File: config.mk
export PLATFORM = sky130hd
export DESIGN_NAME = button_sr_reader
export DESIGN_NICKNAME = d
export VERILOG_FILES = /design/src/rtl/button_sr_reader.sv
export SDC_FILE = /design/constraint.sdc
export NUM_CORES = 1
export LEC_CHECK = 0
export BUFFER_PORTS_ARGS = -buffer_cell sky130_fd_sc_hd__buf_4
export CAP_MARGIN = 20
export CORE_ASPECT_RATIO = 1.5
export CORE_MARGIN = 10
export CORE_UTILIZATION = 50
export DETAILED_ROUTE_END_ITERATION = 10
export PLACE_DENSITY = 0.64
export SYNTH_ARGS = -nofsm -noshare
export SYNTH_HDL_FRONTEND = slang
export SYNTH_SLANG_ARGS = --single-unit
File: constraint.sdc
create_clock -name clk -period 3.7 [get_ports clk]
set_clock_uncertainty 0.05 [all_clocks]
set_input_delay 0.555 -clock clk [delete_from_list [all_inputs] [get_ports clk]]
set_output_delay 0.555 -clock clk [all_outputs]
set_load 0.02 [all_outputs]
File: src/rtl/button_sr_reader.sv
// Scans a 74HC165-style button chain, detects new presses and hands one key index per
// press to the consumer over valid/ready. Define BUTTON_SR_READER_DEBOUNCE_EN for debounce.
module button_sr_reader #(
  parameter int  NUM_BUTTONS    = 16,
  parameter int  SCAN_INTERVAL  = 1000,
  parameter int  DEBOUNCE_SCANS = 4,
  localparam int KEY_WIDTH      = $clog2(NUM_BUTTONS)
) (
  input  logic                 clk,
  input  logic                 rst_n,
  input  logic                 i_sr_data,
  output logic                 o_sr_clk,
  output logic                 o_sr_load_n,
  output logic [KEY_WIDTH-1:0] o_key,
  output logic                 o_valid,
  input  logic                 i_ready,
  output logic                 o_dropped
);

  localparam int IdleW  = (SCAN_INTERVAL > 1) ? $clog2(SCAN_INTERVAL) : 1;
  localparam int PhaseW = $clog2(2 * NUM_BUTTONS);
  localparam logic [IdleW-1:0]  IdleLast  = IdleW'(SCAN_INTERVAL - 1);
  localparam logic [PhaseW-1:0] PhaseLast = PhaseW'(2 * NUM_BUTTONS - 1);

  typedef enum logic [1:0] {
    IDLE,
    LOAD,
    SHIFT,
    EVAL
  } state_t;

  state_t                 state_q;
  logic [IdleW-1:0]       idleCnt_q;
  logic [PhaseW-1:0]      phase_q;
  logic [NUM_BUTTONS-1:0] raw_q;
  logic [NUM_BUTTONS-1:0] stable_q;
  logic [NUM_BUTTONS-1:0] stable_d;
  logic [NUM_BUTTONS-1:0] newPress;
  logic [KEY_WIDTH-1:0]   newIdx;
  logic [KEY_WIDTH-1:0]   key_q;
  logic                   valid_q;
  logic                   dropped_q;
  logic                   srClk_q;
  logic                   loadN_q;

  function automatic logic [KEY_WIDTH-1:0] lowestIndex(input logic [NUM_BUTTONS-1:0] vec);
    lowestIndex = '0;
    for (int i = NUM_BUTTONS - 1; i >= 0; i--) begin
      if (vec[i]) lowestIndex = KEY_WIDTH'(i);
    end
  endfunction

`ifdef BUTTON_SR_READER_DEBOUNCE_EN
  localparam int DbW = $clog2(DEBOUNCE_SCANS);
  localparam logic [DbW-1:0] DbLast = DbW'(DEBOUNCE_SCANS - 1);

  logic [NUM_BUTTONS-1:0] prevRaw_q;
  logic [DbW-1:0]         dbCnt_q;
  logic [DbW-1:0]         dbCnt_d;

  // A change is only accepted once the whole vector has repeated for enough scans.
  always_comb begin
    dbCnt_d  = '0;
    stable_d = stable_q;
    if (raw_q == prevRaw_q) begin
      dbCnt_d = (dbCnt_q == DbLast) ? dbCnt_q : dbCnt_q + 1'b1;
    end
    if (dbCnt_d == DbLast) begin
      stable_d = raw_q;
    end
  end

  always_ff @(posedge clk or negedge rst_n) begin
    if (!rst_n) begin
      prevRaw_q <= '0;
      dbCnt_q   <= '0;
    end else if (state_q == EVAL) begin
      prevRaw_q <= raw_q;
      dbCnt_q   <= dbCnt_d;
    end
  end
`else
  always_comb begin
    stable_d = raw_q;
  end
`endif

  always_comb begin
    newPress = stable_d & ~stable_q;
    newIdx   = lowestIndex(newPress);
  end

  // Scan sequencer plus output holding register; every output is a flop.
  always_ff @(posedge clk or negedge rst_n) begin
    if (!rst_n) begin
      state_q   <= IDLE;
      idleCnt_q <= '0;
      phase_q   <= '0;
      raw_q     <= '0;
      stable_q  <= '0;
      key_q     <= '0;
      valid_q   <= 1'b0;
      dropped_q <= 1'b0;
      srClk_q   <= 1'b0;
      loadN_q   <= 1'b1;
    end else begin
      dropped_q <= 1'b0;
      if (valid_q && i_ready) valid_q <= 1'b0;
      case (state_q)
        IDLE: begin
          if (idleCnt_q == IdleLast) begin
            idleCnt_q <= '0;
            loadN_q   <= 1'b0;
            state_q   <= LOAD;
          end else begin
            idleCnt_q <= idleCnt_q + 1'b1;
          end
        end
        LOAD: begin
          loadN_q <= 1'b1;
          phase_q <= '0;
          state_q <= SHIFT;
        end
        SHIFT: begin
          // Even phases hold the shift clock low and sample Q7 at their closing edge.
          if (!phase_q[0]) begin
            raw_q   <= {raw_q[NUM_BUTTONS-2:0], i_sr_data};
            srClk_q <= 1'b1;
          end else begin
            srClk_q <= 1'b0;
          end
          if (phase_q == PhaseLast) begin
            phase_q <= '0;
            state_q <= EVAL;
          end else begin
            phase_q <= phase_q + 1'b1;
          end
        end
        EVAL: begin
          stable_q <= stable_d;
          if (newPress != '0) begin
            if (!valid_q || i_ready) begin
              key_q   <= newIdx;
              valid_q <= 1'b1;
            end else begin
              dropped_q <= 1'b1;
            end
          end
          state_q <= IDLE;
        end
        default: state_q <= IDLE;
      endcase
    end
  end

  assign o_sr_clk    = srClk_q;
  assign o_sr_load_n = loadN_q;
  assign o_key       = key_q;
  assign o_valid     = valid_q;
  assign o_dropped   = dropped_q;

endmodule

; After elaboration in Yosys (flattened, before gate mapping)
; Index checks and enable logic that the tools add are counted.
[word_totals]
n_memories = 0
mem_bits_rw = 0
out_inout_bits = 8
wordCells = 65
reg_bits = 57
latchBits = 0
inputBits = 4
mem_bits_ro = 0
[classes]
add_sub_neg = 2
n_reduce_logical = 11
mul = 0
n_lt_le_gt_ge = 0
muxes = 32
div = 0
shift = 0
eq_ne = 7
bitwise = 3
[ops]
columns = op, n
row1 = 4-bit 2-to-1 mux, 16
row2 = 16-bit AND, 1
row3 = 16-bit inverter, 1
row4 = 16-bit nonzero test, 1
row5 = "10-bit by 1-bit adder with 10-bit output, second input constant", 1
row6 = "10-bit equality test, second input constant", 1
row7 = 10-bit 2-to-1 mux, 1
row8 = 5-bit one-hot mux with 2 select lines, 1
row9 = 1-bit 2-to-1 mux, 9
row10 = 2-bit one-hot mux with 4 select lines, 1
row11 = 2-bit AND reduction, 3
row12 = "5-bit by 1-bit adder with 5-bit output, second input constant", 1
row13 = "5-bit equality test, second input constant", 1
row14 = 5-bit 2-to-1 mux, 1
row15 = "2-bit equality test, second input constant", 2
row16 = 2-bit 2-to-1 mux, 2
row17 = "2-bit inequality test, second input constant", 2
row18 = 2-bit nonzero test, 2
row19 = 3-bit AND reduction, 1
row20 = "2-bit by 1-bit equality test with 1-bit output, second input constant", 1
row21 = 2-bit logical NOT, 1
row22 = 1-bit one-hot mux with 2 select lines, 1
row23 = 1-bit logical AND, 1
row24 = 1-bit logical NOT, 1
row25 = other kinds (2), 2

; Depth between registers and ports, before layout
[depth]
ltp_word = 18
depth_mapped = 8
depth_no_buf = 7

; Least setup slack after synthesis
; No wires, ideal clock.
[synth_path]
path_type = reg2reg
start = register state_q[0]
end = register raw_q[10]
arrival_time_ns = 1.651
t_required_ns = 3.525
path_buffers = 1
setup_ns = 0.125
slack_ns = 1.875
period_less_slack_ns = 1.825
path_stages_with_launch = 7
path_cell_list = dfrtp_1 > inv_1 > ha_1 > inv_1 > nor2_2 > buf_4 > mux2_2
[synth_via]
elab_chain_cells = 2
[synth_rtl]
columns = element, line
row1 = start: declaration, 32  ; state_t state_q;
row2 = start signal: assignment, 96  ; state_q <= IDLE;
row3 = start signal: assignment, 114  ; state_q <= LOAD;
row4 = start signal: assignment, 122  ; state_q <= SHIFT;
row5 = 2-bit equality test, 109  ; case (state_q)
row6 = 2-bit AND reduction (no source line), -
row7 = end signal: assignment, 127  ; raw_q <= {raw_q[NUM_BUTTONS-2:0], i_sr_data};
row8 = end: declaration, 35  ; logic [NUM_BUTTONS-1:0] raw_q;
; No other way between the ends.
; A chain may end at the register's enable or synchronous reset.

; Worst setup path in the final report
[layout_path]
start = register state_q[0]
end = register raw_q[8]
; Same word-level chain as after synthesis.

==> flow_results.org <==
** Clock tree
- TritonCTS clock tree :: built
- In this run the number of H-tree levels came out at 3.
- Total clock sinks :: between 50 and 60
- For the worst-skew pair, the clock arrives at the later sink with an insertion delay of 0.33 ns.
- After clock tree synthesis, the clock-pin slew on the worst setup and hold paths is ~0.070 ns.
- In this run, post-CTS repair resized a total of 0 instances.
- Buffers inserted by post-CTS timing repair :: 0
- Clock Tree Root :: sky130_fd_sc_hd__clkbuf_8
- Counting the buffers created by CTS gives 9.
- Bufs on Longest Clock Path :: 2
- The number of hold buffers added after CTS was 0.

** Layout
- The number of antenna diodes in the final layout is 0.
- Area Overhead vs Synth :: 13.7%
- Final net count :: 267
- After routing the design area is about 3200 um^2.
- Proportion of layout cells with a drive suffix above 1 :: 0.265
- Filler instances :: 480

** GRT
- Total GRT Usage :: 0.112
- The first global-routing pass estimated slightly below 8000 um of wire.
- Maximum number of pins on one net before global-route repair :: slightly below 60
- Initial antenna violation count :: 0
- Summed over all layers, the global routing overflow is 0.
- The via count of the first global-routing pass came to roughly 1,800.

** STA
- For the pin with the worst max-slew slack, the measured transition is 0.806 ns.
- Max-slew violation count :: 0
- Post-route fraction of the period consumed by the critical path :: 0.574
- Finish-stage setup viols :: 0
- Worst rel slew slack :: 0.462
- For the final routed database, the setup TNS stands at 0 ns.
- Timing would allow up to 0.471 GHz.
- Final period demand of the worst path :: about 2.1 ns
- The number of hold violations in the final report was 0.
- Setup repair after global routing missed its margin :: false

** Yosys
- Post-synthesis async set-or-reset flop share :: 1.00
- A synthesized cell averages 11.8 um^2.
- Yosys mapped the design onto 46 distinct sky130hd cell types.
- FF+latch count, synth :: 57
- Sequential-to-total area share from yosys stat :: 0.512
- Cell count after synthesis :: between 200 and 250
- In this run, synthesis inferred 0 flip-flops with an integrated enable.
- Synthesized area :: roughly 2800 um^2
- Net Count, Synth :: 249
- YS warnings :: 0
- For this run, the leading register cell type out of synthesis is sky130_fd_sc_hd__dfrtp_1.

** Floorplan
- Number of core rows :: 33
- Number of ports placed on the die boundary :: 12
- From left edge to right edge, the die measures approximately 81 um.
- Die Height :: about 110 um
- Initial Util :: 0.511
- Core Box Area :: around 5500 um^2
- Die Footprint :: about 9000 um^2

** Placed design
- The HPWL after detailed placement is between 3000 and 4000 um.
- Area after DPL :: ~2900 um^2
- The congestion estimate from routability-driven global placement came to about 0.74.
- Number of I/O port buffers :: 11

** Min path
- Worst hold-check path type :: input pin to async pin

** Setup path
- Startpoint Class :: register
- Largest fanout of any net on the critical path :: 19
- WS Path Type :: register to register
- Worst EP arrival :: about 2.3 ns
- Category of the worst setup path capture point :: register
- Data on the critical path is required at its endpoint by between 3 and 4 ns.

** Detailed routing
- Iteration-0 DRC count of the detailed router :: 80
- Wire per inst :: roughly 13 um
- Vias after detailed routing :: approximately 1,700
- DRC violation count after routing :: 0
- Once detail routing completed, the nets flagged for antenna violations numbered 0.
- Detailed-routing iteration count for the pre-antenna-repair pass :: 4
- Vias per Instance :: 5.17
- Wirelength, routed :: ~4400 um

** Power and ir drop
- Cell area power density :: roughly 410 nW/um^2
- Leak Pwr :: 0.00158 uW
- Maximum ir drop on the vdd rail :: slightly above 0.5 mV

** Job
- The tool flagged a number of max-cap violations equal to 0.

** Outcome
- The flow ran to the end, and the final reports show no timing, DRC or antenna violations.
logic make-up (layout without fill, tap and decap cells):
family          count (synthesis)  count (layout)  share of synthesized area
compound gates                 30              30                     0.0862
xor+xnor                        7               7                     0.0220
fa+ha+maj                       8               8                     0.0359
buf+inv                        17              40                     0.0251
flops                          57              57                      0.512
mux                            33              33                      0.134
simple gates                   85              85                      0.185
path summary, 6_finish.rpt:
path | startpoint | to | slack (ns) | cells after the start
setup / recovery | state_q[0]$_DFFE_PN0P_ | raw_q[8]$_DFFE_PN0P_ | 1.58 | 5
setup reg to reg | state_q[0]$_DFFE_PN0P_ | raw_q[8]$_DFFE_PN0P_ | 1.58 | 5
hold / removal | rst_n | stable_q[12]$_DFFE_PN0P_ | 0.22 | 1
min in group clk | i_sr_data | raw_q[0]$_DFFE_PN0P_ | 0.41 | 2
hold reg to reg | o_sr_load_n$_DFFE_PN1P_ | o_sr_load_n$_DFFE_PN1P_ | 0.45 | 2
max in group asynchronous | rst_n | idleCnt_q[1]$_DFFE_PN0N_ | 2.92 | 1
where the power goes:
| group | switching [uW] | internal, uW |
|---|---|---|
| clock network | 243 | 413 |
| registers | 0 | 623 |
| logic | 11.5 | 1.98 |
stage by stage:
stage               hold slack (ns)  total power, uW   util  setup WS, ns  std cells
CTS                           0.244             1310  0.581          1.54        330
global route                  0.276             1340  0.581          1.44        330
floorplan                     0.209              635      -          1.87        237
detailed placement            0.434              650  0.539          1.54        314
finish                        0.221             1290  0.581          1.58        330
global placement              0.428              650  0.539          1.63        314
critical path, stage by stage, from the launching register on:
cell and delay (ns):
sky130_fd_sc_hd__dfrtp_1 0.42, sky130_fd_sc_hd__inv_1 0.13, sky130_fd_sc_hd__ha_1 0.25, sky130_fd_sc_hd__inv_1 0.10, sky130_fd_sc_hd__nor2_2 0.64, sky130_fd_sc_hd__mux2_2 0.41
synth_stat cells, types with 2 or more instances:
| cell | number | area (um^2) |
|---|---|---|
| sky130_fd_sc_hd__nor2b_1 | 12 | 75.1 |
| sky130_fd_sc_hd__and3_1 | 5 | 31.3 |
| sky130_fd_sc_hd__o21ai_0 | 10 | 50.1 |
| sky130_fd_sc_hd__inv_1 | 12 | 45.0 |
| sky130_fd_sc_hd__a21o_1 | 2 | 15.0 |
| sky130_fd_sc_hd__ha_1 | 8 | 100 |
| sky130_fd_sc_hd__xnor2_1 | 7 | 61.3 |
| sky130_fd_sc_hd__and2_1 | 3 | 18.8 |
| sky130_fd_sc_hd__dfrtp_1 | 56 | 1400 |
| sky130_fd_sc_hd__buf_2 | 2 | 10.0 |
| sky130_fd_sc_hd__nand2b_1 | 8 | 50.1 |
| sky130_fd_sc_hd__nand3_1 | 11 | 55.1 |
| sky130_fd_sc_hd__and2b_4 | 3 | 30.0 |
| sky130_fd_sc_hd__a21oi_1 | 3 | 15.0 |
| sky130_fd_sc_hd__nand2_1 | 13 | 48.8 |
| sky130_fd_sc_hd__a211oi_1 | 3 | 22.5 |
| sky130_fd_sc_hd__mux2i_1 | 2 | 20.0 |
| sky130_fd_sc_hd__nor2_1 | 19 | 71.3 |
| sky130_fd_sc_hd__mux2_2 | 29 | 327 |
| sky130_fd_sc_hd__nor4_4 | 2 | 42.5 |
| sky130_fd_sc_hd__a22o_1 | 2 | 17.5 |
metal layers:
layer	up-vias	track usage	wire [um]	part of all wire
li1	864	-	-	-
met1	812	0.127	1920	0.44
met2	22	0.174	2190	0.50
met3	9	0.0427	194	0.044
met4	0	0.0626	105	0.024
met5	-	0	0	0
flip-flops by register name, summed over array words and instances, names as in the netlist:
register     flops
state_q          2
o_sr_load_n      1
o_key            4
o_valid          1
raw_q           16
o_sr_clk         1
o_dropped        1
stable_q        16
idleCnt_q       10
phase_q          5
final cells by class:
type                            instances  area (um^2)  share of cell area
Clock inverter                          5         77.6              0.0245
Clock buffer                           11          151              0.0478
Multi-Input combinational cell        163         1290               0.407
Tap cell                               70         87.6              0.0276
Timing Repair Buffer                   12         90.1              0.0284
Inverter                               12         45.0              0.0142
Sequential cell                        57         1430               0.450
cells in the final DEF, fill, tap and decap left out, drive strengths merged, types with 2 or more instances in the layout:
| cell type | n |
|---|---|
| dfrtp | 56 |
| and2b | 4 |
| clkbuf | 11 |
| nand2 | 13 |
| a22o | 2 |
| nand3 | 11 |
| xnor2 | 7 |
| a21o | 2 |
| a211oi | 3 |
| buf | 12 |
| mux2i | 2 |
| and2 | 3 |
| nor2 | 20 |
| a21oi | 3 |
| ha | 8 |
| mux2 | 31 |
| nand2b | 8 |
| bufinv | 2 |
| inv | 12 |
| o21ai | 10 |
| nor2b | 13 |
| nor4 | 3 |
| and3 | 5 |
| clkinv | 2 |
Power figures use the tool's default switching activity.
